$ cat config.mk
export PLATFORM = sky130hd
export DESIGN_NAME = crc_stream_engine
export DESIGN_NICKNAME = d
export VERILOG_FILES = /design/src/rtl/crc_stream_engine.sv
export SDC_FILE = /design/constraint.sdc
export NUM_CORES = 1
export LEC_CHECK = 0
export BUFFER_PORTS_ARGS = -buffer_cell sky130_fd_sc_hd__buf_2
export CELL_PAD_IN_SITES_DETAIL_PLACEMENT = 0
export CELL_PAD_IN_SITES_GLOBAL_PLACEMENT = 1
export CORE_MARGIN = 2
export CORE_UTILIZATION = 44
export CTS_CLUSTER_DIAMETER = 150
export CTS_CLUSTER_SIZE = 12
export DETAILED_ROUTE_END_ITERATION = 16
export PLACE_DENSITY_LB_ADDON = 0.1
export SETUP_SLACK_MARGIN = 0.02
export SLEW_MARGIN = 20
export SYNTH_ARGS = -nofsm -noshare
export SYNTH_HDL_FRONTEND = slang
export SYNTH_SLANG_ARGS = --single-unit
$ cat constraint.sdc
create_clock -name clk -period 2.7 [get_ports clk]
set_clock_uncertainty 0.15 [all_clocks]
set_input_delay 0.135 -clock clk [delete_from_list [all_inputs] [get_ports clk]]
set_output_delay 0.135 -clock clk [all_outputs]
set_load 0.05 [all_outputs]
$ cat src/rtl/crc_stream_engine.sv
// Streaming CRC generator/appender: forwards payload beats unchanged, then appends
// the frame CRC as CRC_W/DATA_W beats (MSB chunk first) and reports it on a side port.
module crc_stream_engine #(
    parameter int               CRC_W       = 16,
    parameter int               DATA_W      = 8,
    parameter logic [CRC_W-1:0] POLY        = 'h8005,
    parameter logic [CRC_W-1:0] INIT        = 'h0000,
    parameter logic [CRC_W-1:0] XOR_OUT     = 'h0000,
    parameter bit               REFLECT_IN  = 1'b0,
    parameter bit               REFLECT_OUT = 1'b0,
    parameter bit               APPEND_EN   = 1'b1
) (
    input  logic              clk,
    input  logic              rst_n,
    input  logic              clear,
    input  logic              s_valid,
    output logic              s_ready,
    input  logic [DATA_W-1:0] s_data,
    input  logic              s_last,
    output logic              m_valid,
    input  logic              m_ready,
    output logic [DATA_W-1:0] m_data,
    output logic              m_last,
    output logic [CRC_W-1:0]  crc_value,
    output logic              crc_done
);

    localparam int NCHUNK = CRC_W / DATA_W;
    localparam int CNT_W  = $clog2(NCHUNK + 1);

    generate
        if ((CRC_W % DATA_W) != 0) begin : g_bad_width
            $error("crc_stream_engine: CRC_W must be a multiple of DATA_W");
        end
    endgenerate

    typedef enum logic {
        PASS,
        APPEND
    } state_t;

    state_t             state;
    logic [CRC_W-1:0]   crc_reg;
    logic [CRC_W-1:0]   shift_reg;
    logic [CNT_W-1:0]   chunk_cnt;
    logic [CRC_W-1:0]   crc_next;
    logic [CRC_W-1:0]   crc_final;
    logic               slot_free;
    logic               accept;

    // Bit-serial CRC over one beat, unrolled into a single combinational step.
    function automatic logic [CRC_W-1:0] crc_step(input logic [CRC_W-1:0] crc_in,
                                                  input logic [DATA_W-1:0] data);
        logic [CRC_W-1:0] c;
        logic             b;
        logic             fb;
        c = crc_in;
        for (int i = 0; i < DATA_W; i++) begin
            b  = REFLECT_IN ? data[i] : data[DATA_W-1-i];
            fb = c[CRC_W-1] ^ b;
            c  = (c << 1) ^ (fb ? POLY : '0);
        end
        return c;
    endfunction

    function automatic logic [CRC_W-1:0] bit_reverse(input logic [CRC_W-1:0] v);
        logic [CRC_W-1:0] r;
        for (int i = 0; i < CRC_W; i++) begin
            r[i] = v[CRC_W-1-i];
        end
        return r;
    endfunction

    assign crc_next  = crc_step(crc_reg, s_data);
    assign crc_final = (REFLECT_OUT ? bit_reverse(crc_next) : crc_next) ^ XOR_OUT;
    assign slot_free = !m_valid || m_ready;
    assign s_ready   = (state == PASS) && slot_free && !clear;
    assign accept    = s_valid && s_ready;

    // Single output register; clear drops any pending beat and restarts the CRC.
    always_ff @(posedge clk or negedge rst_n) begin
        if (!rst_n) begin
            state     <= PASS;
            crc_reg   <= INIT;
            shift_reg <= '0;
            chunk_cnt <= '0;
            m_valid   <= 1'b0;
            m_data    <= '0;
            m_last    <= 1'b0;
            crc_value <= '0;
            crc_done  <= 1'b0;
        end else begin
            crc_done <= 1'b0;
            if (clear) begin
                state     <= PASS;
                crc_reg   <= INIT;
                chunk_cnt <= '0;
                m_valid   <= 1'b0;
                m_last    <= 1'b0;
            end else begin
                if (m_ready) begin
                    m_valid <= 1'b0;
                end
                case (state)
                    PASS: begin
                        if (accept) begin
                            m_valid <= 1'b1;
                            m_data  <= s_data;
                            m_last  <= s_last && !APPEND_EN;
                            if (s_last) begin
                                crc_value <= crc_final;
                                crc_done  <= 1'b1;
                                crc_reg   <= INIT;
                                if (APPEND_EN) begin
                                    shift_reg <= crc_final;
                                    chunk_cnt <= CNT_W'(NCHUNK);
                                    state     <= APPEND;
                                end
                            end else begin
                                crc_reg <= crc_next;
                            end
                        end
                    end
                    APPEND: begin
                        if (slot_free) begin
                            m_valid   <= 1'b1;
                            m_data    <= shift_reg[CRC_W-1 -: DATA_W];
                            m_last    <= (chunk_cnt == CNT_W'(1));
                            shift_reg <= shift_reg << DATA_W;
                            chunk_cnt <= chunk_cnt - CNT_W'(1);
                            if (chunk_cnt == CNT_W'(1)) begin
                                state <= PASS;
                            end
                        end
                    end
                    default: state <= PASS;
                endcase
            end
        end
    end

endmodule

== After elaboration in Yosys (flattened, before gate mapping) ==
Index checks and enable logic that the tools add are counted.

* Multiplexer cells: 41
* Equality and inequality tests: 8
* $add $sub $neg: 1
* Bitwise operators: 18
* Reduce and logical (&&, ||, !) cells: 13

{| class="wikitable"
|+ Operators by type and width
! cell !! number
|-
| 2-to-1 mux 16 bit || 15
|-
| bitwise XOR 16 bit || 8
|-
| case mux 16 bit (2 select lines) || 1
|-
| 2-to-1 mux 8 bit || 2
|-
| case mux 8 bit (2 select lines) || 1
|-
| 2-to-1 mux 1 bit || 14
|-
| 2-to-1 mux 2 bit || 4
|-
| AND reduction 4 bit || 2
|-
| bitwise XOR 1 bit || 8
|-
| != test 2 bit (second input constant) || 3
|-
| != test 3 bit (second input constant) || 2
|-
| case mux 1 bit (2 select lines) || 3
|-
| AND reduction 3 bit || 2
|-
| case mux 2 bit (2 select lines) || 1
|-
| AND reduction 2 bit || 2
|-
| logical AND 1 bit || 3
|-
| != test 3 x 2 -> 1 bit (second input constant) || 1
|-
| equality test 2 x 1 -> 1 bit (second input constant) || 1
|-
| logical NOT 1 bit || 2
|-
| != test 2 x 1 -> 1 bit (second input constant) || 1
|-
| NOT 1 bit || 2
|-
| nonzero test 2 bit || 1
|-
| subtractor 2 x 1 -> 2 bit (second input constant) || 1
|-
| logical OR 1 bit || 1
|}

* Flip-flop bits (word level): 62
* Word-level logic and storage cells: 90
* Output and inout bits: 28

== Longest topological paths before layout ==
* Word-level depth: 28
* Mapped depth: 6
* Gate-level depth less buffers: 5

== Worst setup path before layout ==
No wires, ideal clock.

* Kind: register -> register
* From: reg m_valid
* To: reg crc_value[10]
* Period minus slack after synthesis: 2.527 ns
* Stages on the path, launching flop included: 6
* Arrival time: 2.252 ns
* Setup time: 0.125 ns
* Setup slack: 0.173 ns
* Cell sequence: dfrtp_1 > nor2b_1 > nor3_2 > nand3_1 > buf_2 > mux2_2

* Longest elaborated chain between the ends: 6

{| class="wikitable"
|+ RTL lines
! item !! RTL line !! RTL
|-
| start: declaration || 20 || <nowiki>output logic m_valid,</nowiki>
|-
| start signal: assignment || 87 || <nowiki>m_valid <= 1'b0;</nowiki>
|-
| start signal: assignment || 98 || <nowiki>m_valid <= 1'b0;</nowiki>
|-
| start signal: assignment || 102 || <nowiki>m_valid <= 1'b0;</nowiki>
|-
| logical NOT 1 bit || 76 || <nowiki>assign slot_free = !m_valid || m_ready;</nowiki>
|-
| logical OR 1 bit || 76 ||
|-
| logical AND 1 bit (2 in a row) || 77 || <nowiki>assign s_ready = (state == PASS) && slot_free && !clear;</nowiki>
|-
| via s_ready || 17 || <nowiki>output logic s_ready,</nowiki>
|-
| logical AND 1 bit || 78 || <nowiki>assign accept = s_valid && s_ready;</nowiki>
|-
| AND reduction 4 bit (no source line) || - ||
|-
| end signal: assignment || 111 || <nowiki>crc_value <= crc_final;</nowiki>
|-
| end: declaration || 24 || <nowiki>output logic [CRC_W-1:0] crc_value,</nowiki>
|}

The timed path passes the listed nets, and every way through them passes these cells.
A chain may end at the register's enable or synchronous reset.

== Final worst setup path ==
* From: in s_data[4]
* To: reg crc_reg[15]

* Longest elaborated chain between the ends: 19

{| class="wikitable"
|+ RTL lines
! item !! RTL line !! RTL
|-
| start: declaration || 18 || <nowiki>input logic [DATA_W-1:0] s_data,</nowiki>
|-
| bitwise XOR 1 bit || 60 || <nowiki>fb = c[CRC_W-1] ^ b;</nowiki>
|-
| 2-to-1 mux 16 bit || 61 || <nowiki>c = (c << 1) ^ (fb ? POLY : '0);</nowiki>
|-
| bitwise XOR 16 bit || 61 ||
|-
| bitwise XOR 1 bit || 60 ||
|-
| 2-to-1 mux 16 bit || 61 ||
|-
| bitwise XOR 16 bit || 61 ||
|-
| bitwise XOR 1 bit || 60 ||
|-
| 2-to-1 mux 16 bit || 61 ||
|-
| [3 not listed] || - ||
|-
| bitwise XOR 16 bit || 61 ||
|-
| bitwise XOR 1 bit || 60 ||
|-
| 2-to-1 mux 16 bit || 61 ||
|-
| bitwise XOR 16 bit || 61 ||
|-
| 2-to-1 mux 16 bit || 110 || <nowiki>if (s_last) begin</nowiki>
|-
| 2-to-1 mux 16 bit || 106 || <nowiki>if (accept) begin</nowiki>
|-
| 2-to-1 mux 16 bit || 104 || <nowiki>case (state)</nowiki>
|-
| 2-to-1 mux 16 bit || 94 || <nowiki>if (clear) begin</nowiki>
|-
| end signal: assignment || 120 || <nowiki>crc_reg <= crc_next;</nowiki>
|-
| end: declaration || 43 || <nowiki>logic [CRC_W-1:0] crc_reg;</nowiki>
|}

No other way between the ends. The select of a mux whose other input is x is not followed.

==> impl_metrics.env <==
export IMPL_antenna_cells=0
export IMPL_final_area_sq_mm=0.00324
export IMPL_gp_congestion=0.760
export IMPL_hold_path_cell_count=3
export IMPL_powerDensity_mw_per_mm2=869
export IMPL_tightestPinTransition_ps=742
export IMPL_clk_latency_ps=330
export IMPL_post_cts_setup_buffer_count=0
export IMPL_io_pins=42
export IMPL_synth_top_cell_area_share=0.578
export IMPL_antenna_found_initial=0
export IMPL_crit_required_ps=2740
export IMPL_period_share=0.782
export IMPL_synth_xor_area_frac=0.0910
export IMPL_clk_pin_slew_ps=70
export IMPL_grt_pass1_vias=1813
export IMPL_die_area_sq_mm=0.00674
export IMPL_synth_most_common_cell="dfrtp_1"
export IMPL_critPathMaxStageDelay_ps=530
export IMPL_die_h_microns=82.1
export IMPL_yosys_area_share_simple=0.0872
export IMPL_clk_path_buf_depth=2
export IMPL_synth_cell_types=33
export IMPL_ys_ff_latch=62
export IMPL_routed_wl_met3_microns=286
export IMPL_top_layer="met4"
export IMPL_drv_slew=0
export IMPL_leakage_nw=1.59
export IMPL_setup_viol=0
export IMPL_syn_to_final_growth_pct=20.7
export IMPL_synth_cells=234
export IMPL_post_place_ws_ps=627
export IMPL_dr_wl_met2_mm=2.36
export IMPL_post_cts_resized=0
export IMPL_synth_edff_count=0
export IMPL_dr_first_iter_drc_count=110
export IMPL_fin_nets=300
export IMPL_post_drt_wl_per_cell_microns=15.2
export IMPL_drv_cap=0
export IMPL_htreeDepth=3
export IMPL_netlist_top_cells_count="dfrtp_1, nand2_1, o21ai_0"
export IMPL_start_util=0.453
export IMPL_final_hold_violation_count=0
export IMPL_yosysTopAreaCell="dfrtp_1"
export IMPL_num_rows=28
export IMPL_seq_area_frac_synth=0.578
export IMPL_die_x_microns=82.1
export IMPL_tns_ps=0
export IMPL_critPathKind="primary input to flop"
export IMPL_start_kind="primary input"
export IMPL_worst_path_most_repeated_cell="xnor2_1"
export IMPL_place_area_sq_mm=0.00300
export IMPL_fmax_mhz=474
export IMPL_yosys_area_share_adder=0.00466
export IMPL_dp_hpwl_mm=3.83
export IMPL_route_detailed_drc=0
export IMPL_wl_mm=5.54
export IMPL_coreArea_sq_mm=0.00592
export IMPL_period_needed_ps=2110
export IMPL_grtUsageTotal=0.190
export IMPL_cts_root_buffer="clkbuf_8"
export IMPL_max_vdd_ir_drop_mv=0.500
export IMPL_ys_warn_count=0
export IMPL_vias=1859
export IMPL_synth_compound_area_share=0.140
export IMPL_worst_path_max_delay_cell="dlygate4sd3_1"
export IMPL_worstPathArrival_ps=2160
export IMPL_syn_area_sq_mm=0.00268
export IMPL_slew_headroom=0.506
export IMPL_drive_gt1_frac=0.262
export IMPL_drtPass1Iterations=4
export IMPL_cts_tree="built"
export IMPL_synth_nets=249
export IMPL_synthTopCellsByArea="dfrtp_1, mux2i_1, xnor2_1, a21o_1, o21ai_0"
export IMPL_crit_buf_inv=2
export IMPL_critical_path_top_delay_family="XOR/XNOR gates"
export IMPL_grt_pass1_wl_mm=9.33
export IMPL_synth_top_family_by_area="compound AO/OA/AOI/OAI gates"
export IMPL_buffer_ports_inserted=41
export IMPL_path_cells="dlygate4sd3_1 -> buf_2 -> xnor2_1 -> xnor2_2 -> xnor3_2 -> xnor2_1 -> o21ai_0"
export IMPL_cts_buffers=9
export IMPL_ant_nets=0
export IMPL_gr_total_overflow=0
export IMPL_crit_cells=7
export IMPL_fill_cells=550
export IMPL_worstSetupEndpointType="flop"
export IMPL_synth_ff_type="dfrtp_1"
export IMPL_vias_per_cell=5.09
export IMPL_path_max_fanout=4
export IMPL_clock_sinks=62
export IMPL_rsz0062_at_grt="false"
export IMPL_synth_mux_area_frac=0.0774
export IMPL_avgSynthCellArea_sq_um=11.5
export IMPL_grt_max_degree=33
export IMPL_status="completed"
export IMPL_hold_path_class="primary input to flop"
export IMPL_m1WireLength_mm=2.79
export IMPL_reg2regPathDepth=5
export IMPL_async_flop_share=1.00
export IMPL_setup_ws_ps=589
export IMPL_ff2ff_setup_slack_ps=600
[logic make-up after synthesis]
family / after synthesis
fa+ha+maj: 1
buf+inv: 14
xor+xnor: 22
compound gates: 61
flops: 62
simple gates: 54
mux: 20
[worst paths after layout]
path                               from             to
setup / recovery              s_data[4]    crc_reg[15]
hold / removal                  m_ready        m_valid
setup reg to reg             crc_reg[9]    crc_reg[15]
hold reg to reg            crc_value[4]   crc_value[4]
max in group asynchronous         rst_n  shift_reg[10]
min in group asynchronous         rst_n   chunk_cnt[1]
[repair_timing]
item                                   4_1_cts  5_1_grt
endpoints found under the hold margin       38        0
setup endpoints to repair                    0        0
hold buffers                                 4        0
[where the power goes]
group	total, mW	switching, mW	internal [mW]
Sequential	1.18	0.0897	1.10
Clock	0.819	0.347	0.472
Combinational	0.811	0.560	0.251
Total	2.81	0.996	1.82
[stage by stage]
step	total power [mW]	instances	hold slack, ps	utilization
6_report	2.81	365	16.0	0.547
5_1_grt	2.96	365	19.5	0.547
4_1_cts	2.84	365	5.17	0.547
3_5_place_dp	2.02	345	98.7	0.506
3_3_place_gp	2.00	345	94.2	0.506
2_1_floorplan	1.80	234	-311	-
[layout by cell type (no fill, tap or decap), types with 3 or more instances in the layout]
cell type and count:
a21o_1 14, a21oi_1 16, a22o_1 5, buf_2 41, buf_4 6, clkbuf_8 11, clkinv_2 3, dfrtp_1 62
dlygate4sd3_1 4, mux2_2 6, mux2i_1 14, nand2_1 24, nand3_1 3, nor2_1 18, o21ai_0 21, xnor2_1 15
xnor2_2 3
[metal layers]
| metal | vias up | GRT usage |
|---|---|---|
| li1 | 906 | - |
| met1 | 893 | 0.283 |
| met2 | 50 | 0.268 |
| met3 | 10 | 0.0418 |
| met4 | 0 | 0.0750 |
| met5 | - | 0 |
[worst reg2reg max path: cells and delay by family (launching register included)]
family	cells	cell delay (ps)
xor gates and xnor gates	4	1310
DFF	1	390
AOI/OAI and AO/OA	1	110
[area by class of cell]
type                       instances  area [sq um]  share of cell area
clock inverter                     4          45.0              0.0139
tap                               75          93.8              0.0290
sequential                        62          1550               0.479
timing repair buffer              52           310              0.0958
inverter                           2          7.51             0.00232
multi-input combinational        158          1070               0.332
clock buffer                      12           155              0.0479
Note: power is estimated with default switching activity, not from simulation.
